File: config.mk
export PLATFORM = sky130hd
export DESIGN_NAME = alu_bus_unit
export DESIGN_NICKNAME = d
export VERILOG_FILES = /design/src/rtl/alu_bus_unit.sv
export SDC_FILE = /design/constraint.sdc
export NUM_CORES = 1
export LEC_CHECK = 0
export BUFFER_PORTS_ARGS = -buffer_cell sky130_fd_sc_hd__buf_2
export CORE_ASPECT_RATIO = 1.1
export CORE_MARGIN = 3
export CORE_UTILIZATION = 30
export CTS_BUF_LIST = sky130_fd_sc_hd__clkbuf_8
export DETAILED_ROUTE_END_ITERATION = 10
export GPL_TIMING_DRIVEN = 0
export PLACE_DENSITY = 0.64
export SYNTH_ARGS = -nofsm -noshare
export SYNTH_HDL_FRONTEND = slang
export SYNTH_SLANG_ARGS = --single-unit
export TNS_END_PERCENT = 100
File: constraint.sdc
create_clock -name clk -period 9.5 [get_ports clk]
set_input_delay 1.425 -clock clk [delete_from_list [all_inputs] [get_ports clk]]
set_output_delay 1.425 -clock clk [all_outputs]
set_load 0.1 [all_outputs]
File: src/rtl/alu_bus_unit.sv
// Datapath core of the 8-bit accumulator CPU.
// An 8-way bus mux drives ALU operand B; the Z/C/S/O flags are registered.
module alu_bus_unit #(
  parameter int WIDTH = 8
) (
  input  logic             clk,
  input  logic             rst_n,
  input  logic [WIDTH-1:0] in_a,
  input  logic [WIDTH-1:0] in_b,
  input  logic [WIDTH-1:0] in_c,
  input  logic [WIDTH-1:0] in_d,
  input  logic [WIDTH-1:0] in_e,
  input  logic [WIDTH-1:0] in_f,
  input  logic [WIDTH-1:0] in_g,
  input  logic [WIDTH-1:0] in_h,
  input  logic [2:0]       bus_slct,
  input  logic [WIDTH-1:0] alu_a,
  input  logic [2:0]       alu_op,
  output logic [WIDTH-1:0] bus,
  output logic [WIDTH-1:0] alu_result,
  output logic             zero,
  output logic             carry,
  output logic             sign,
  output logic             overflow,
  output logic             zero_flag,
  output logic             carry_flag,
  output logic             sign_flag,
  output logic             overflow_flag
);

  localparam int MSB = WIDTH - 1;

  typedef enum logic [2:0] {
    OP_PASS = 3'd0,
    OP_ADD  = 3'd1,
    OP_SUB  = 3'd2,
    OP_AND  = 3'd3,
    OP_OR   = 3'd4,
    OP_XOR  = 3'd5,
    OP_SHL  = 3'd6,
    OP_SHR  = 3'd7
  } op_e;

  function automatic logic add_ovf(input logic signed [WIDTH-1:0] a,
                                   input logic signed [WIDTH-1:0] b,
                                   input logic signed [WIDTH-1:0] r);
    return (a[MSB] == b[MSB]) && (r[MSB] != a[MSB]);
  endfunction

  function automatic logic sub_ovf(input logic signed [WIDTH-1:0] a,
                                   input logic signed [WIDTH-1:0] b,
                                   input logic signed [WIDTH-1:0] r);
    return (a[MSB] != b[MSB]) && (r[MSB] != a[MSB]);
  endfunction

  logic [WIDTH-1:0] res;
  logic             c_flag;
  logic             o_flag;
  logic [WIDTH:0]   sum_ext;
  logic [WIDTH:0]   diff_ext;
  logic             zero_flag_q, carry_flag_q, sign_flag_q, overflow_flag_q;
  logic             zero_flag_d, carry_flag_d, sign_flag_d, overflow_flag_d;
  logic             flag_load;

  always_comb begin
    bus = in_a;
    unique case (bus_slct)
      3'd0: bus = in_a;
      3'd1: bus = in_b;
      3'd2: bus = in_c;
      3'd3: bus = in_d;
      3'd4: bus = in_e;
      3'd5: bus = in_f;
      3'd6: bus = in_g;
      3'd7: bus = in_h;
      default: bus = in_a;
    endcase
  end

  // One extra bit captures carry-out on ADD and borrow on SUB
  assign sum_ext  = {1'b0, alu_a} + {1'b0, bus};
  assign diff_ext = {1'b0, alu_a} - {1'b0, bus};

  always_comb begin
    res    = bus;
    c_flag = 1'b0;
    o_flag = 1'b0;
    case (op_e'(alu_op))
      OP_PASS: res = bus;
      OP_ADD: begin
        res    = sum_ext[WIDTH-1:0];
        c_flag = sum_ext[WIDTH];
        o_flag = add_ovf(alu_a, bus, sum_ext[WIDTH-1:0]);
      end
      OP_SUB: begin
        res    = diff_ext[WIDTH-1:0];
        c_flag = diff_ext[WIDTH];
        o_flag = sub_ovf(alu_a, bus, diff_ext[WIDTH-1:0]);
      end
      OP_AND: res = alu_a & bus;
      OP_OR:  res = alu_a | bus;
      OP_XOR: res = alu_a ^ bus;
      OP_SHL: begin
        res    = {alu_a[WIDTH-2:0], 1'b0};
        c_flag = alu_a[MSB];
      end
      OP_SHR: begin
        res    = {1'b0, alu_a[WIDTH-1:1]};
        c_flag = alu_a[0];
      end
      default: res = bus;
    endcase
  end

  assign alu_result = res;
  assign zero       = (res == '0);
  assign sign       = res[MSB];
  assign carry      = c_flag;
  assign overflow   = o_flag;

  // PASS leaves the flag file untouched so bus moves do not clobber compares
  assign flag_load       = (alu_op != 3'd0);
  assign zero_flag_d     = flag_load ? zero     : zero_flag_q;
  assign carry_flag_d    = flag_load ? carry    : carry_flag_q;
  assign sign_flag_d     = flag_load ? sign     : sign_flag_q;
  assign overflow_flag_d = flag_load ? overflow : overflow_flag_q;

  always_ff @(posedge clk or negedge rst_n) begin
    if (!rst_n) begin
      zero_flag_q     <= 1'b0;
      carry_flag_q    <= 1'b0;
      sign_flag_q     <= 1'b0;
      overflow_flag_q <= 1'b0;
    end else begin
      zero_flag_q     <= zero_flag_d;
      carry_flag_q    <= carry_flag_d;
      sign_flag_q     <= sign_flag_d;
      overflow_flag_q <= overflow_flag_d;
    end
  end

  assign zero_flag     = zero_flag_q;
  assign carry_flag    = carry_flag_q;
  assign sign_flag     = sign_flag_q;
  assign overflow_flag = overflow_flag_q;

endmodule

# Word level (Yosys, flattened, before mapping)
# Cells that the tools add are included.
[totals] reg_bits=4 in_bits=80
[classes] reduce_logical=6 bitwise_logic=3 addsub=2 eq_ne=18 muxes=4
[op_table] cell="$pmux 8 s8" n=2
[op_table] cell="$eq 3x3->1 const B" n=8
[op_table] cell="$eq 3x2->1 const B" n=4
[op_table] cell="$add 8x8->9" n=1
[op_table] cell="$sub 8x8->9" n=1
[op_table] cell="$and 8x8->8" n=1
[op_table] cell="$logic_not 8->1" n=1
[op_table] cell="$or 8x8->8" n=1
[op_table] cell="$xor 8x8->8" n=1
[op_table] cell="$eq 3x1->1 const B" n=2
[op_table] cell="$logic_not 3->1" n=2
[op_table] cell="$pmux 1 s4" n=1
[op_table] cell="$ne 1x1->1" n=3
[op_table] cell="$reduce_bool 3->1" n=1
[op_table] cell="$logic_and 1x1->1" n=2
[op_table] cell="$pmux 1 s2" n=1
[op_table] cell="$eq 1x1->1" n=1

# Longest topological paths before layout
# Gate-level depths: netlist of the first run.
[depth] depth_word=6 ltp_mapped=16

# Worst setup path before layout of the first run
# Ideal clock, no wire load.
[synth_timing] path_type="input -> output" startpoint="input bus_slct[0]" endpoint="output zero" slack_ps=-183 path_buffers=2 path_stages=14 required_ps=8075 arrival_time_ps=8258 cell_sequence="buf_6 buf_2 nand2_1 o21ai_0 a22oi_2 nor2_1 ha_1 a21o_1 nand4_1 a31oi_1 or2_2 and4_1 o21ai_0 nor3_1"
[synth_between] elab_chain_len=5 elab_cells_between_ends=16 cone_classes="add/sub: 2; eq/ne: 7; mux: 2; bitwise: 3; reduce/logical: 2"
[synth_lines] element="from (decl)" line_no="16" source="input logic [2:0] bus_slct,"
[synth_lines] element="$eq 3x3->1 (tied with other cells)" line_no="67" source="unique case (bus_slct)"
[synth_lines] element="$pmux 8 s8 *" line_no="67"
[synth_lines] element="named net bus[0]" line_no="19" source="output logic [WIDTH-1:0] bus,"
[synth_lines] element="$sub 8x8->9 / $add 8x8->9 (equally long branches)" line_no="82, 81"
[synth_lines] element="$pmux 8 s8 *" line_no="88" source="case (op_e'(alu_op))"
[synth_lines] element="named net sign" line_no="23" source="output logic sign,"
[synth_lines] element="$logic_not 8->1 *" line_no="116" source="assign zero = (res == '0);"
[synth_lines] element="to (decl)" line_no="21" source="output logic zero,"
# The timed path passes the listed nets; every way through them passes the cells marked *.

# Worst setup path after layout of the first run
[layout_timing] startpoint="input bus_slct[1]" endpoint="output zero"
[layout_between] elab_chain_len=5 elab_cells_between_ends=16 cone_classes="add/sub: 2; eq/ne: 7; mux: 2; bitwise: 3; reduce/logical: 2"
[layout_lines] element="$eq 3x3->1 (tied with other cells)" line_no="67"
[layout_lines] element="$pmux 8 s8 *" line_no="67"
[layout_lines] element="$sub 8x8->9 (tied with other cells)" line_no="82" source="assign diff_ext = {1'b0, alu_a} - {1'b0, bus};"
[layout_lines] element="$pmux 8 s8 *" line_no="88"
[layout_lines] element="$logic_not 8->1 *" line_no="116"
# Mark *: on every way between the ends. The rest lies on a longest branch, timed or not.

==> results_dict.tcl, run 1 <==
set metrics [dict create \
    regArea_um2 100 \
    vias 2552 \
    syn_inst 281 \
    cts_root_buffer "clkbuf_8" \
    critical-path-top-delay-family "buffers and inverters" \
    maxSlewHeadroom_pct 50.2 \
    cts_tree "built" \
    detail_route.vias_per_cell 5.49 \
    p_sw_uw 208 \
    clockBufferDepth 2 \
    p_comb_share_pct 83.9 \
    skew_ps 0 \
    grt_pass1_wl_mm 11.7 \
    min_from "sign_flag$_DFFE_PN0P_" \
    synth_top_area_share_pct 14.4 \
    detail_route.wl_per_cell_um 16.0 \
    hpwl_mm 6.39 \
    crit_top_cell "buf_2" \
    reg2reg_slack_ps 8760 \
    synth_area_leaders "ha_1 (14%), mux4_2 (11%), inv_1 (5.0%), dfrtp_1 (4.6%), nand2_1 (4.3%)" \
    min_path_cells 2 \
    grt_setup_unrepaired "no" \
    core-area_um2 6830 \
    gp_congestion 0.908 \
    r2r-start "overflow_flag$_DFFE_PN0P_" \
    critPathLaunchType "primary input" \
    setup_violations 0 \
    postCtsResizedCells 0 \
    seq_power_share_pct 5.9 \
    cp_max_fo 10 \
    hold_buffers 0 \
    power_leakage_nw 1.37 \
    drtIter0Drc 201 \
    synth_area_leader_cell "ha_1" \
    worst_pin_slew_ps 743 \
    crit_type "in -> out" \
    synthArstFlopShare_pct 100 \
    worstPathBufferInverterCount 5 \
    fp-row-count 31 \
    cts_sinks 4 \
    pin_count 104 \
    synthesis.nets 388 \
    ys.flop_type "dfrtp_1" \
    holdPathEnd "sign_flag$_DFFE_PN0P_" \
    reg2regPathDepth 1 \
    start_util_pct 31.9 \
    place.port_buffers 99 \
    cts_made_buffers 3 \
    max_clock_freq_mhz 145 \
    cpMaxStageDelayCell "buf_2" \
    die-width_um 87.2 \
    fill_cells 744 \
    synth-edff-count 0 \
    synthTopCellsByCount "inv_1 (29), ha_1 (25), nand2_1 (25), a21oi_1 (18), nor2_1 (15)" \
    crit_start "bus_slct[1]" \
    p_sw_share_pct 61.6 \
    arrival_ps 5470 \
    timing.rr.end "overflow_flag$_DFFE_PN0P_" \
    fin_tns_setup_ps 0 \
    slew_viol_final 0 \
    post_cts.repair.setup_buffers 0 \
    drv_cap 0 \
    dr.pass1.iters 4 \
    design_area_um2 2820 \
    synth_seq_cells 4 \
    drive_gt1_share_pct 37.1 \
    dpl-instance-area_um2 2780 \
    dieHeight_um 95.4 \
    ys_seq_area_share_pct 4.60 \
    required_ps 8080 \
    gr-total-overflow 0 \
    post-route-period-util_pct 72.6 \
    path_cells "buf_2, buf_2, buf_1, o21ai_0, nand2_1, nand2_1, o21a_1, inv_1, fa_1, nor2b_1, o32ai_1, a311oi_1, a311oi_1, or3_1, or4_1, nor3_1, buf_2" \
    ir_drop_v 0.0000742 \
    grt_max_degree 11 \
    final_util_pct 41.3 \
    post-route-min-period_ps 6900 \
    grt_usage_pct 17.5 \
    cellPowerDensity_nw_per_um2 120 \
    max_stage_delay_ps 470 \
    clk_pin_slew_ps 30 \
    grt_antenna_before_repair 0 \
    yosysWarnings 0 \
    netlist_area_um2 2180 \
    routed_wl_mm 7.46 \
    yosysMostFrequentCell "inv_1" \
    area_growth_pct 29.5 \
    die-area_um2 8320 \
    h-tree-depth 1 \
    cp-end-kind "primary output" \
    diodes 0 \
    clk-insertion-delay-late_ps 210 \
    synth.distinct_cells 62 \
    outcome "finished, final reports clean" \
    nNetsFinal 492 \
    hold_class "reg -> reg" \
    synth_area_per_cell_um2 7.75 \
    grt_pass1_vias 2527 \
    p_clk_share_pct 10.3 \
    multiInputGateArea_um2 1860 \
    ant_nets 0 \
    drcViolationCount 0 \
    internal_power_uw 130 \
    hold_viol 0 \
]
## metrics by stage
| step | hold WS (ps) | power, mW | cells | setup slack (ps) |
|---|---|---|---|---|
| 2_1_floorplan | 957 | 0.241 | 281 | 125 |
| 3_3_place_gp | 468 | 0.300 | 462 | 2670 |
| 3_5_place_dp | 475 | 0.302 | 462 | 2650 |
| 4_1_cts | 492 | 0.338 | 465 | 2630 |
| 5_1_grt | 516 | 0.360 | 465 | 2340 |
| 6_report | 489 | 0.338 | 465 | 2600 |
## metal layers
layer | routed length [um] | part of all wire, % | track usage [%]
met5 | 0 | 0 | 0
met4 | 136 | 1.8 | 3.20
met3 | 574 | 7.7 | 3.80
met1 | 3060 | 41 | 21.0
met2 | 3690 | 49 | 31.9
## how the worst max path moves through the flow
stage                      end  slack (ps)  cells after the start
after detailed placement  zero        2650                     17
final                     zero        2600                     17
after CTS                 zero        2630                     17
after global placement    zero        2670                     17
after floorplan           zero         130                     14
after global routing      zero        2340                     17
## cell families (layout without fill, tap and decap cells)
kind of cell / after synthesis / in the layout / synth area share (%)
AND/OR/NAND/NOR: 87 / 87 / 20.6
flip-flops: 4 / 4 / 4.60
buffers and inverters: 49 / 151 / 10.3
XOR/XNOR: 6 / 6 / 2.41
adder cells (fa/ha/maj): 27 / 27 / 16.2
multiplexers: 27 / 27 / 20.1
AO/OA/AOI/OAI: 81 / 81 / 25.8
## area by class of cell
cell class                 count  area share [%]
tap                           82            3.64
sequential                     4            3.55
timing repair buffer          99            17.6
clock buffer                   3            1.46
inverter                      31            4.17
multi-input combinational    228            65.8
buffer                        18            3.82
## flip-flops by register name (all words and copies together) (netlist names)
signal	cells
overflow_flag	1
zero_flag	1
carry_flag	1
sign_flag	1
## power by group through the flow
stage | Clock (mW) | Combinational (mW) | Sequential [mW]
final | 0.0347 | 0.283 | 0.0198
after global placement | 0 | 0.281 | 0.0199
after floorplan | 0 | 0.209 | 0.0328
after global routing | 0.0370 | 0.303 | 0.0201
after detailed placement | 0 | 0.282 | 0.0200
after CTS | 0.0354 | 0.283 | 0.0198
## cells in the final DEF (no fill, tap or decap), types with 4 or more instances in the layout
master    instances
nor3_1            6
nand2_1          25
inv_1            29
buf_1             5
nor2_1           14
a311oi_1          4
dfrtp_1           4
nand3_1           5
buf_4             5
mux4_2           11
o21ai_0          12
nor2b_1           7
nand3b_1          5
ha_1             25
mux2_2            7
mux2i_1           7
buf_2           104
a21oi_1          18
a31oi_1           6
xnor2_1           4
nand2b_1          9
## tightest hold or removal path, delay by kind of cell (launching register included)
kind | cells | cell delay, ps
and+or+nand+nor | 2 | 110
DFF | 1 | 340
No activity file was read; power rests on OpenSTA's default activity.
==> run 2: changes to the inputs <==
- clock period: 9.5 -> 6.6 ns (I/O delays scaled with it)
==> run 2 against run 1 <==
  * Clock power grew 53%
  * Critical endpoint unchanged
  * Critical path depth shrank 1
  * Highest routed layer unchanged
  * Sequential share of layout area shrank 0.18 points
  * Global-route usage grew 0.53 points
  * Cell area grew 5.5%
  * Power grew 52%
  * Routed wire length grew 0.84%
==> results_dict.tcl, run 2 (same netlist as run 1, synthesis figures left out) <==
set metrics [dict create \
    diodes 0 \
    cts_tree "built" \
    place_ws_ps 427 \
    setup_violations 0 \
    drv_cap 0 \
    clk_pin_slew_ps 30 \
    dr.pass1.iters 4 \
    detail_route.vias_per_cell 5.44 \
    pin_count 104 \
    grt_pass1_wl_mm 12.0 \
    fin_tns_setup_ps 0 \
    gr-total-overflow 0 \
    post_cts.repair.setup_buffers 0 \
    postCtsResizedCells 0 \
    post-route-period-util_pct 93.6 \
    die-width_um 87.2 \
    slew_viol_final 0 \
    dp.cells 462 \
    skew_ps 0 \
    cp_max_fo 10 \
    h-tree-depth 1 \
    hold_ws_ps 487 \
    clk-insertion-delay-late_ps 220 \
    vias 2528 \
    gp_congestion 0.911 \
    worst_pin_slew_ps 1080 \
    place.port_buffers 99 \
    worst_slack_ps 425 \
    drive_gt1_share_pct 41.3 \
    max_clock_freq_mhz 162 \
    drcViolationCount 0 \
    core-area_um2 6830 \
    routed_wl_mm 7.52 \
    cellPowerDensity_nw_per_um2 172 \
    post-route-min-period_ps 6170 \
    nNetsFinal 492 \
    hold_class "reg -> reg" \
    die-area_um2 8320 \
    arrival_ps 5180 \
    clockBufferDepth 2 \
    outcome "finished, final reports clean" \
    required_ps 5610 \
    cts_sinks 4 \
    hold_buffers 0 \
    hold_viol 0 \
    cp-end-kind "primary output" \
    crit_type "in -> out" \
    layout_commonest_cell "buf_2" \
    grt_max_degree 11 \
    dieHeight_um 95.4 \
    detail_route.wl_per_cell_um 16.2 \
    cts_root_buffer "clkbuf_8" \
    grt_pass1_vias 2504 \
    cts_made_buffers 3 \
    area_growth_pct 36.5 \
    grt_usage_pct 18.0 \
    drtIter0Drc 130 \
    critPathLaunchType "primary input" \
    grt_antenna_before_repair 0 \
    power_leakage_nw 1.39 \
    start_util_pct 31.9 \
    hpwl_mm 6.52 \
    maxSlewHeadroom_pct 27.4 \
    ir_drop_v 0.000113 \
    fp-row-count 31 \
    grt_setup_unrepaired "no" \
    stdcell_count 465 \
    final_cell_mix "buf_2 (104), inv_1 (27), nand2_1 (25)" \
    ant_nets 0 \
]
run 2: worst paths after layout:
check / start / end / slack, ps / cells past startpoint
worst max-delay path: bus_slct[1] / zero / 430 / 16
worst min-delay path: sign_flag$_DFFE_PN0P_ / sign_flag$_DFFE_PN0P_ / 490 / 2
worst max register to register: overflow_flag$_DFFE_PN0P_ / overflow_flag$_DFFE_PN0P_ / 5870 / 1
worst min register to register: sign_flag$_DFFE_PN0P_ / sign_flag$_DFFE_PN0P_ / 490 / 2
max in group asynchronous: rst_n / overflow_flag$_DFFE_PN0P_ / 5910 / 1
min in group asynchronous: rst_n / zero_flag$_DFFE_PN0P_ / 570 / 1
run 2: metal layers:
metal | GRT usage (%) | share of wire, % | up-vias
li1 | - | - | 1248
met1 | 22.1 | 42 | 1145
met2 | 32.0 | 48 | 124
met3 | 3.80 | 7.9 | 11
met4 | 4.09 | 1.7 | 0
met5 | 0 | 0 | -
run 2: critical path: stages:
cell and delay (ps):
buf_2 120, buf_2 180, buf_1 260, a311oi_1 510, nand2_1 130, o21a_4 150
inv_1 150, fa_1 460, nor2b_1 130, o32ai_1 100, a311oi_2 400, a311oi_4 60
or3_1 420, or4_1 480, nor3_4 190, buf_2 450
run 2: layout make-up:
class                   count  area, um^2
fillers                   712        3850
multi-input cells         228        2000
repair buffers             99         495
inverters                  31         125
plain buffers              18         108
well taps                  82         103
flip-flops and latches      4         100
clock buffers               3        41.3
run 2: report_power, final:
group	leakage, nW	switching (mW)	total (mW)	internal [mW]
Clock	0.0216	0.0140	0.0530	0.0390
Combinational	1.31	0.298	0.431	0.133
Sequential	0.0531	0.00121	0.0284	0.0272
run 2: stage by stage:
stage	util, %	total power, mW	cell area [um^2]
floorplan	-	0.370	2330
finish	43.6	0.512	2970
detailed placement	43.0	0.459	2930
CTS	43.6	0.514	2970
global route	43.6	0.546	2970
global placement	43.0	0.456	2930
==> run 3: changes to the inputs <==
- GPL_TIMING_DRIVEN: 0 -> not set
==> run 3 against run 2 <==
  * Critical path depth decreased by 1
  * Via count decreased by 2.8%
  * Register-to-register slack got worse by 20 ps
  * Utilization decreased by 0.95 points
  * Critical endpoint unchanged
  * Setup slack improved by 21 ps
  * Count of clock-buffer cells in the layout unchanged
  * Maximum frequency increased by 0.35%
  * Clock skew unchanged
  * Combinational power decreased by 2%
  * Sequential share of layout area increased by 0.075 points
  * Highest routed layer unchanged
  * Cell area decreased by 2.2%
  * Largest power group unchanged
==> results_dict.tcl, run 3 (same netlist as run 1, synthesis figures left out) <==
set metrics [dict create \
    post_cts.repair.setup_buffers 0 \
    detail_route.vias_per_cell 5.41 \
    grt_usage_pct 17.8 \
    fill_cells 696 \
    grt_antenna_before_repair 0 \
    drtIter0Drc 164 \
    fin_tns_setup_ps 0 \
    clk-insertion-delay-late_ps 220 \
    wl_met2_mm 3.44 \
    required_ps 5610 \
    grt_max_degree 37 \
    min_from "sign_flag$_DFFE_PN0P_" \
    arrival_ps 5160 \
    min_path_cells 2 \
    place_ws_ps 413 \
    setup_violations 0 \
    critPathLaunchType "primary input" \
    multiInputGateArea_um2 2000 \
    power_uw 504 \
    cts_tree "built" \
    cts_root_buffer "clkbuf_8" \
    skew_ps 0 \
    dpl-instance-area_um2 2870 \
    nNetsFinal 481 \
    clockBufferDepth 2 \
    hold_class "reg -> reg" \
    dp.cells 451 \
    worst_pin_slew_ps 1050 \
    drcViolationCount 0 \
    cellPowerDensity_nw_per_um2 173 \
    timing.rr.end "overflow_flag$_DFFE_PN0P_" \
    routed_wl_mm 7.09 \
    outcome "finished, final reports clean" \
    power_leakage_nw 1.36 \
    ir_drop_v 0.0000858 \
    vias 2456 \
    die-width_um 87.2 \
    detail_route.wl_per_cell_um 15.6 \
    cts_sinks 4 \
    hold_buffers 0 \
    cpMaxStageDelayCell "or4_1" \
    final_util_pct 42.6 \
    pin_count 104 \
    grt_pass1_vias 2499 \
    gr-total-overflow 0 \
    crit_type "in -> out" \
    holdPathEnd "sign_flag$_DFFE_PN0P_" \
    top_layer "met4" \
    hpwl_mm 6.10 \
    hold_ws_ps 494 \
    h-tree-depth 1 \
    post-route-min-period_ps 6150 \
    path_cells "buf_2, mux2_2, a311oi_1, nand2_1, o21a_4, inv_1, fa_1, nor2b_1, o32ai_1, a311oi_2, a311oi_4, or3_1, or4_1, nor3_4, buf_2" \
    cp-end-kind "primary output" \
    max_stage_delay_ps 500 \
    drive_gt1_share_pct 41.1 \
    core-area_um2 6830 \
    fp-row-count 31 \
    stdcell_count 454 \
    route.met3.wl_um 629 \
    met1_length_mm 2.92 \
    clk_pin_slew_ps 30 \
    hold_viol 0 \
    ant_nets 0 \
    diodes 0 \
    cp_max_fo 17 \
    maxSlewHeadroom_pct 29.6 \
    slew_viol_final 0 \
    reg2regPathDepth 1 \
    place.port_buffers 103 \
    area_growth_pct 33.5 \
    drv_cap 0 \
    cts_made_buffers 3 \
    reg2reg_slack_ps 5850 \
    layout_commonest_cell "buf_2" \
    post-route-period-util_pct 93.2 \
    grt_setup_unrepaired "no" \
    die-area_um2 8320 \
    start_util_pct 31.9 \
    final_cell_mix "buf_2 (103), inv_1 (27), nand2_1 (25)" \
    dieHeight_um 95.4 \
    crit_top_cell "buf_2" \
    r2r-start "overflow_flag$_DFFE_PN0P_" \
    grt_pass1_wl_mm 11.9 \
    max_clock_freq_mhz 163 \
    design_area_um2 2910 \
    gp_congestion 0.923 \
    worst_slack_ps 446 \
    dr.pass1.iters 4 \
    postCtsResizedCells 0 \
    regArea_um2 100 \
]
==> run 3: metal layers <==
metal / up-vias / GRT usage [%]
met1: 1106 / 22.2
li1: 1228 / -
met4: 0 / 4.35
met2: 112 / 31.5
met5: - / 0
met3: 10 / 2.94
==> run 3: area by class of cell <==
class | instances | area share (%)
multi-input combinational | 228 | 68.8
timing repair buffer | 106 | 18.5
inverter | 31 | 4.30
tap | 82 | 3.53
sequential | 4 | 3.44
clock buffer | 3 | 1.42
==> run 3: worst max path at each step <==
| stage | start | to | slack [ps] |
|---|---|---|---|
| after floorplan | bus_slct[0] | zero | 250 |
| after global placement | bus_slct[0] | zero | 490 |
| after detailed placement | bus_slct[0] | zero | 410 |
| after CTS | bus_slct[0] | zero | 410 |
| after global routing | bus_slct[0] | zero | 170 |
| final | bus_slct[0] | zero | 450 |
==> run 3: critical path, delay by kind of cell <==
kind / cells / cell delay [ps]
and+or+nand+nor: 5 / 1330
AOI/OAI and AO/OA: 5 / 1130
buffers and inverters: 3 / 890
adders and majority gates: 1 / 430
muxes: 1 / 380
==> run 3: where the power goes <==
part           total (mW)  switching [mW]  internal, mW
clock              0.0511          0.0122        0.0388
sequential         0.0285         0.00131        0.0272
combinational       0.424           0.295         0.129
